**src/rtl/mem_arbiter_if.sv**
```systemverilog
// Signal bundle shared by the CPU port, the loader port, the memory port and arbiter status.
// The master modport is the arbiter's view; the slave modport is the requesters plus memory.
interface mem_arbiter_if #(
    parameter int AW = 32,
    parameter int DW = 32
);
    logic          cpu_req;
    logic          cpu_we;
    logic [AW-1:0] cpu_addr;
    logic [DW-1:0] cpu_wdata;
    logic [DW-1:0] cpu_rdata;
    logic          cpu_done;
    logic          cpu_err;

    logic          ld_req;
    logic          ld_we;
    logic [AW-1:0] ld_addr;
    logic [DW-1:0] ld_wdata;
    logic [DW-1:0] ld_rdata;
    logic          ld_done;
    logic          ld_err;
    logic          ld_lock;

    logic          mem_en;
    logic          mem_we;
    logic [AW-1:0] mem_addr;
    logic [DW-1:0] mem_wdata;
    logic [DW-1:0] mem_rdata;
    logic          mem_ack;

    logic          busy;
    logic          owner;

    modport master (
        input  cpu_req, cpu_we, cpu_addr, cpu_wdata,
        output cpu_rdata, cpu_done, cpu_err,
        input  ld_req, ld_we, ld_addr, ld_wdata, ld_lock,
        output ld_rdata, ld_done, ld_err,
        output mem_en, mem_we, mem_addr, mem_wdata,
        input  mem_rdata, mem_ack,
        output busy, owner
    );

    modport slave (
        output cpu_req, cpu_we, cpu_addr, cpu_wdata,
        input  cpu_rdata, cpu_done, cpu_err,
        output ld_req, ld_we, ld_addr, ld_wdata, ld_lock,
        input  ld_rdata, ld_done, ld_err,
        input  mem_en, mem_we, mem_addr, mem_wdata,
        output mem_rdata, mem_ack,
        input  busy, owner
    );
endinterface

```
**src/rtl/mem_arbiter.sv**
```systemverilog
// Two-port (CPU / loader) round-robin arbiter for a single memory port with an
// access timeout. Three-state FSM: IDLE -> ACCESS -> RESP -> IDLE.
module mem_arbiter #(
    parameter int AW      = 32,
    parameter int DW      = 32,
    parameter int TIMEOUT = 15
) (
    input  logic           clk,
    input  logic           reset_n,
    mem_arbiter_if.master  bus
);
    typedef enum logic [1:0] {IDLE, ACCESS, RESP} state_t;

    localparam logic [7:0] TIMEOUT_CNT = 8'(TIMEOUT);

    state_t        state_reg;
    logic          owner_reg;
    logic          prio_ld_reg;
    logic          busy_reg;
    logic          mem_en_reg;
    logic          mem_we_reg;
    logic [AW-1:0] addr_reg;
    logic [DW-1:0] wdata_reg;
    logic [7:0]    cnt_reg;
    logic [DW-1:0] cpu_rdata_reg;
    logic [DW-1:0] ld_rdata_reg;
    logic          cpu_done_reg;
    logic          cpu_err_reg;
    logic          ld_done_reg;
    logic          ld_err_reg;

    logic cpu_elig;
    logic ld_elig;
    logic grant_ld;

    assign cpu_elig = bus.cpu_req && !bus.ld_lock;
    assign ld_elig  = bus.ld_req;
    // prio_ld_reg is set whenever the CPU was the last requester granted
    assign grant_ld = ld_elig && (!cpu_elig || prio_ld_reg);

    always_ff @(posedge clk or negedge reset_n) begin
        if (!reset_n) begin
            state_reg     <= IDLE;
            owner_reg     <= 1'b0;
            prio_ld_reg   <= 1'b0;
            busy_reg      <= 1'b0;
            mem_en_reg    <= 1'b0;
            mem_we_reg    <= 1'b0;
            addr_reg      <= '0;
            wdata_reg     <= '0;
            cnt_reg       <= 8'd0;
            cpu_rdata_reg <= '0;
            ld_rdata_reg  <= '0;
            cpu_done_reg  <= 1'b0;
            cpu_err_reg   <= 1'b0;
            ld_done_reg   <= 1'b0;
            ld_err_reg    <= 1'b0;
        end else begin
            cpu_done_reg <= 1'b0;
            cpu_err_reg  <= 1'b0;
            ld_done_reg  <= 1'b0;
            ld_err_reg   <= 1'b0;

            case (state_reg)
                IDLE: begin
                    if (cpu_elig || ld_elig) begin
                        state_reg   <= ACCESS;
                        owner_reg   <= grant_ld;
                        prio_ld_reg <= !grant_ld;
                        busy_reg    <= 1'b1;
                        mem_en_reg  <= 1'b1;
                        cnt_reg     <= 8'd0;
                        mem_we_reg  <= grant_ld ? bus.ld_we    : bus.cpu_we;
                        addr_reg    <= grant_ld ? bus.ld_addr  : bus.cpu_addr;
                        wdata_reg   <= grant_ld ? bus.ld_wdata : bus.cpu_wdata;
                    end
                end

                ACCESS: begin
                    if (bus.mem_ack) begin
                        state_reg  <= RESP;
                        mem_en_reg <= 1'b0;
                        mem_we_reg <= 1'b0;
                        if (owner_reg) begin
                            ld_done_reg <= 1'b1;
                            if (!mem_we_reg) ld_rdata_reg <= bus.mem_rdata;
                        end else begin
                            cpu_done_reg <= 1'b1;
                            if (!mem_we_reg) cpu_rdata_reg <= bus.mem_rdata;
                        end
                    end else if (cnt_reg + 8'd1 == TIMEOUT_CNT) begin
                        // An ack arriving in this same cycle takes the branch above instead
                        state_reg  <= RESP;
                        mem_en_reg <= 1'b0;
                        mem_we_reg <= 1'b0;
                        cnt_reg    <= cnt_reg + 8'd1;
                        if (owner_reg) ld_err_reg  <= 1'b1;
                        else           cpu_err_reg <= 1'b1;
                    end else begin
                        cnt_reg <= cnt_reg + 8'd1;
                    end
                end

                RESP: begin
                    state_reg <= IDLE;
                    busy_reg  <= 1'b0;
                end

                default: begin
                    state_reg  <= IDLE;
                    busy_reg   <= 1'b0;
                    mem_en_reg <= 1'b0;
                    mem_we_reg <= 1'b0;
                end
            endcase
        end
    end

    assign bus.mem_en    = mem_en_reg;
    assign bus.mem_we    = mem_we_reg;
    assign bus.mem_addr  = addr_reg;
    assign bus.mem_wdata = wdata_reg;
    assign bus.cpu_rdata = cpu_rdata_reg;
    assign bus.cpu_done  = cpu_done_reg;
    assign bus.cpu_err   = cpu_err_reg;
    assign bus.ld_rdata  = ld_rdata_reg;
    assign bus.ld_done   = ld_done_reg;
    assign bus.ld_err    = ld_err_reg;
    assign bus.busy      = busy_reg;
    assign bus.owner     = owner_reg;
endmodule

```
**src/flat_wrapper.sv**
```systemverilog
// flat-port wrapper written by rule: the top's interface ports become plain ports
module mem_arbiter_flat 
#(
    parameter int AW      = 32,
    parameter int DW      = 32,
    parameter int TIMEOUT = 15
)
  (clk, reset_n, bus_cpu_req, bus_cpu_we, bus_cpu_addr, bus_cpu_wdata, bus_cpu_rdata, bus_cpu_done, bus_cpu_err, bus_ld_req, bus_ld_we, bus_ld_addr, bus_ld_wdata, bus_ld_lock, bus_ld_rdata, bus_ld_done, bus_ld_err, bus_mem_en, bus_mem_we, bus_mem_addr, bus_mem_wdata, bus_mem_rdata, bus_mem_ack, bus_busy, bus_owner);
  mem_arbiter_if #(.AW(AW), .DW(DW)) bus_i ();
  input  logic clk;
  input  logic reset_n;
  input wire logic [$bits(bus_i.cpu_req)-1:0] bus_cpu_req;
  input wire logic [$bits(bus_i.cpu_we)-1:0] bus_cpu_we;
  input wire logic [$bits(bus_i.cpu_addr)-1:0] bus_cpu_addr;
  input wire logic [$bits(bus_i.cpu_wdata)-1:0] bus_cpu_wdata;
  output wire logic [$bits(bus_i.cpu_rdata)-1:0] bus_cpu_rdata;
  output wire logic [$bits(bus_i.cpu_done)-1:0] bus_cpu_done;
  output wire logic [$bits(bus_i.cpu_err)-1:0] bus_cpu_err;
  input wire logic [$bits(bus_i.ld_req)-1:0] bus_ld_req;
  input wire logic [$bits(bus_i.ld_we)-1:0] bus_ld_we;
  input wire logic [$bits(bus_i.ld_addr)-1:0] bus_ld_addr;
  input wire logic [$bits(bus_i.ld_wdata)-1:0] bus_ld_wdata;
  input wire logic [$bits(bus_i.ld_lock)-1:0] bus_ld_lock;
  output wire logic [$bits(bus_i.ld_rdata)-1:0] bus_ld_rdata;
  output wire logic [$bits(bus_i.ld_done)-1:0] bus_ld_done;
  output wire logic [$bits(bus_i.ld_err)-1:0] bus_ld_err;
  output wire logic [$bits(bus_i.mem_en)-1:0] bus_mem_en;
  output wire logic [$bits(bus_i.mem_we)-1:0] bus_mem_we;
  output wire logic [$bits(bus_i.mem_addr)-1:0] bus_mem_addr;
  output wire logic [$bits(bus_i.mem_wdata)-1:0] bus_mem_wdata;
  input wire logic [$bits(bus_i.mem_rdata)-1:0] bus_mem_rdata;
  input wire logic [$bits(bus_i.mem_ack)-1:0] bus_mem_ack;
  output wire logic [$bits(bus_i.busy)-1:0] bus_busy;
  output wire logic [$bits(bus_i.owner)-1:0] bus_owner;
  assign bus_i.cpu_req = bus_cpu_req;
  assign bus_i.cpu_we = bus_cpu_we;
  assign bus_i.cpu_addr = bus_cpu_addr;
  assign bus_i.cpu_wdata = bus_cpu_wdata;
  assign bus_cpu_rdata = bus_i.cpu_rdata;
  assign bus_cpu_done = bus_i.cpu_done;
  assign bus_cpu_err = bus_i.cpu_err;
  assign bus_i.ld_req = bus_ld_req;
  assign bus_i.ld_we = bus_ld_we;
  assign bus_i.ld_addr = bus_ld_addr;
  assign bus_i.ld_wdata = bus_ld_wdata;
  assign bus_i.ld_lock = bus_ld_lock;
  assign bus_ld_rdata = bus_i.ld_rdata;
  assign bus_ld_done = bus_i.ld_done;
  assign bus_ld_err = bus_i.ld_err;
  assign bus_mem_en = bus_i.mem_en;
  assign bus_mem_we = bus_i.mem_we;
  assign bus_mem_addr = bus_i.mem_addr;
  assign bus_mem_wdata = bus_i.mem_wdata;
  assign bus_i.mem_rdata = bus_mem_rdata;
  assign bus_i.mem_ack = bus_mem_ack;
  assign bus_busy = bus_i.busy;
  assign bus_owner = bus_i.owner;
  mem_arbiter #(.AW(AW), .DW(DW), .TIMEOUT(TIMEOUT)) u_core (.clk(clk), .reset_n(reset_n), .bus(bus_i));
endmodule
```
**config.mk**
```make
export PLATFORM = sky130hd
export DESIGN_NAME = mem_arbiter_flat
export DESIGN_NICKNAME = d
export VERILOG_FILES = /design/src/rtl/mem_arbiter_if.sv /design/src/rtl/mem_arbiter.sv /design/src/flat_wrapper.sv
export SDC_FILE = /design/constraint.sdc
export NUM_CORES = 1
export LEC_CHECK = 0
export ABC_AREA = 1
export CORE_MARGIN = 4
export CORE_UTILIZATION = 41
export DETAILED_ROUTE_END_ITERATION = 12
export GPL_TIMING_DRIVEN = 0
export PLACE_DENSITY = 0.81
export SLEW_MARGIN = 40
export SYNTH_ARGS = -nofsm -noshare
export SYNTH_HDL_FRONTEND = slang
export SYNTH_SLANG_ARGS = --single-unit
```
**constraint.sdc**
```tcl
create_clock -name clk -period 1.93 [get_ports clk]
set_input_delay 0.2895 -clock clk [delete_from_list [all_inputs] [get_ports clk]]
set_output_delay 0.2895 -clock clk [all_outputs]
set_load 0.1 [all_outputs]
```
==> run_results.csv <==
group,metric,value,unit
global_route,met3_usage,9.748,%
sta,rsz0062_at_grt,"false",
worst_setup_path,path_class,"reg2reg",
sta,slew_violations,0,
synth,syn-num-nets,880,
worst_setup_path,cp_slowest_stage_delay,420,ps
layout,syn2layout_area_growth,52.63,%
synth,synth_top_family_by_area,"simple AND/OR/NAND/NOR gates",
worst_setup_path,path_buf_inv,3,
route,ant_nets,0,
worst_setup_path,critPathTopFamily,"simple AND/OR/NAND/NOR gates",
worst_setup_path,r2r_slack,210,ps
worst_setup_path,critical_path_required,2230,ps
worst_setup_path,worstPathArrival,2030,ps
sta,worst_pin_slew,519.3,ps
clock_network,numCtsBuffers,17,
min_path,hp-class,"in2async",
worst_setup_path,end_kind,"flop",
route,vias,6350,
synth,synth-seq-cells,147,
clock_network,cts.sinks,147,
layout,layout-drive-gt1-share,20.61,%
route,drt_first_pass_iters,5,
worst_setup_path,r2r_cells,7,
sta,setup_viol,0,
sta,min_period_over_period,89.33,%
layout,nets,1205,
synth,synthAdderAreaFrac,0.3993,%
die,die_height,131.6,um
route,wl_per_cell,17.30,um
global_route,grt_max_degree,53,
sta,max_freq,580.0,MHz
clock_network,htree_levels,4,
die,rows,44,
worst_setup_path,start_kind,"flop",
synth,syn_area_per_cell,8.827,sq um
die,die_x,131.6,um
synth,syn_inst,710,
status,status,"finished clean",
layout,diodes,0,
synth,synthDistinctLibCells,21,
synth,synth_area,0.006267,sq mm
place,hpwl,16.61,mm
global_route,met1_usage,29.49,%
synth,synthMuxAreaShare,0,%
synth,synth_xor_area_share,0.1397,%
clock_network,cts_root_buf,"clkbuf_16",
worst_setup_path,crit_slowest_cell,"dfrtp_1",
route,drc,0,
sta,relSlewSlack,65.38,%
clock_network,cts_tree,"built",
global_route,overflow,0,
clock_network,clk_pin_slew,60,ps
synth,synth-simple-area-share,27.51,%
place,portBuffers,303,
die,dieArea,0.01733,sq mm
synth,yosysWarnings,0,
run,maxCapViolCount,0,
route,drt_wl_total,21.32,mm
worst_setup_path,worstReg2RegEnd,"u_core.bus.mem_addr[9]",
clock_network,cts_setup_buffers,0,
global_route,use_met2,40.95,%
clock_network,worst_skew_pair.late_latency,420,ps
place,gp_congestion,0.8882,
synth,synth-compound-area-share,6.508,%
die,core,0.01475,sq mm
worst_setup_path,r2r-start,"u_core.state_reg[1]",
global_route,grt_busiest_layer,"met2",
global_route,antenna_found_initial,0,
sta,finalHoldViolations,0,
die,start_util,42.48,%
clock_network,clockBufferDepth,2,
global_route,grtUsageTotal,24.53,%
global_route,grt_pass1_vias,6370,
sta,period_minus_slack,1724,ps
sta,finClkSkew,9.188,ps
worst_setup_path,cp_max_fo,10,
sta,tns,0,ps
route,drt-initial-drc-count,297,
synth,seq_area_frac_synth,58.69,%
die,io_pins,304,
route,vias_per_cell,5.154,
global_route,grt_pass1_wl,34.11,mm
worst_setup_path,crit_chain,"nor2_2 > inv_2 > nor2_2 > inv_2 > clkbuf_1 > nand2_1 > nand3_1",
through the flow:
| step | cells | hold WS (ps) | worst slack (ps) | utilization (%) | cell area [sq um] |
|---|---|---|---|---|---|
| floorplan | 710 | -6.091 | 109.2 | - | 6267 |
| global placement | 1197 | 470.4 | -5385 | 64.59 | 9530 |
| detailed placement | 1199 | 205.8 | -111.4 | 60.39 | 8910 |
| CTS | 1232 | 348.8 | 164.3 | 64.83 | 9565 |
| global route | 1232 | 382.7 | 52.53 | 64.83 | 9565 |
| finish | 1232 | 365.1 | 205.9 | 64.83 | 9565 |
how the worst max path moves through the flow:
stage	from	cells past startpoint	endpoint	slack [ps]
final	u_core.state_reg[1]	7	u_core.bus.mem_addr[9]	210
after global routing	u_core.state_reg[1]	6	u_core.bus.mem_addr[16]	50
after CTS	u_core.state_reg[1]	7	u_core.bus.mem_addr[9]	160
after detailed placement	bus_ld_lock	8	u_core.bus.mem_addr[9]	-110
after global placement	reset_n	1	u_core.bus.mem_addr[25]	-5380
after floorplan	u_core.bus.owner	6	u_core.bus.ld_rdata[22]	110
cell type report:
| cell class | instances | area [sq um] |
|---|---|---|
| fillers | 1205 | 5189 |
| flip-flops and latches | 147 | 3679 |
| repair buffers | 306 | 2422 |
| multi-input cells | 465 | 2166 |
| clock buffers | 17 | 425.4 |
| plain buffers | 47 | 231.5 |
| well taps | 184 | 230.2 |
| clock inverters | 15 | 220.2 |
| inverters | 51 | 191.4 |
kinds of logic after synthesis:
logic type               count (synthesis)
adder cells (fa/ha/maj)                  2
AO/OA/AOI/OAI                           81
buffers and inverters                   98
XOR/XNOR                                 1
AND/OR/NAND/NOR                        381
flip-flops                             147
metal layers:
metal / routed length (um) / up-vias
li1: - / 3016
met1: 8279 / 2992
met2: 10410 / 301
met3: 2123 / 41
met4: 505 / 0
met5: 0 / -
cells in the mapped netlist:
library cell | n | area share [%]
inv_2 | 4 | 0.24
nor3_1 | 2 | 0.16
nor2_1 | 7 | 0.42
a21oi_1 | 2 | 0.16
dfrtp_1 | 147 | 59
nor2_2 | 8 | 0.80
o21ai_0 | 13 | 1.0
o21ai_1 | 64 | 5.1
nand3_1 | 200 | 16
nand2_2 | 6 | 0.60
buf_4 | 4 | 0.48
buf_2 | 20 | 1.6
nand3_2 | 1 | 0.16
nand2_1 | 157 | 9.4
xor2_1 | 1 | 0.14
inv_1 | 47 | 2.8
buf_1 | 3 | 0.18
o22ai_1 | 2 | 0.20
clkbuf_1 | 18 | 1.1
buf_6 | 2 | 0.36
ha_1 | 2 | 0.40
cells in the final DEF, fill, tap and decap left out, types with 6 or more instances in the layout:
master             n
nand3_1          200
clkdlybuf4s50_1  166
nand2_1          157
buf_2            156
dfrtp_1          147
o21ai_1           64
inv_1             47
clkbuf_1          18
clkbuf_16         17
o21ai_0           13
nor2_2             8
nor2_1             7
nand2_2            6
repair_timing:
item	CTS	global route
resized for setup	0	0
hold endpoints to repair	45	0
hold buffers	1	0
Power is left out: the tool's default activity adds up to more than one toggle a clock period on the data nets, which glitch-free logic cannot reach.
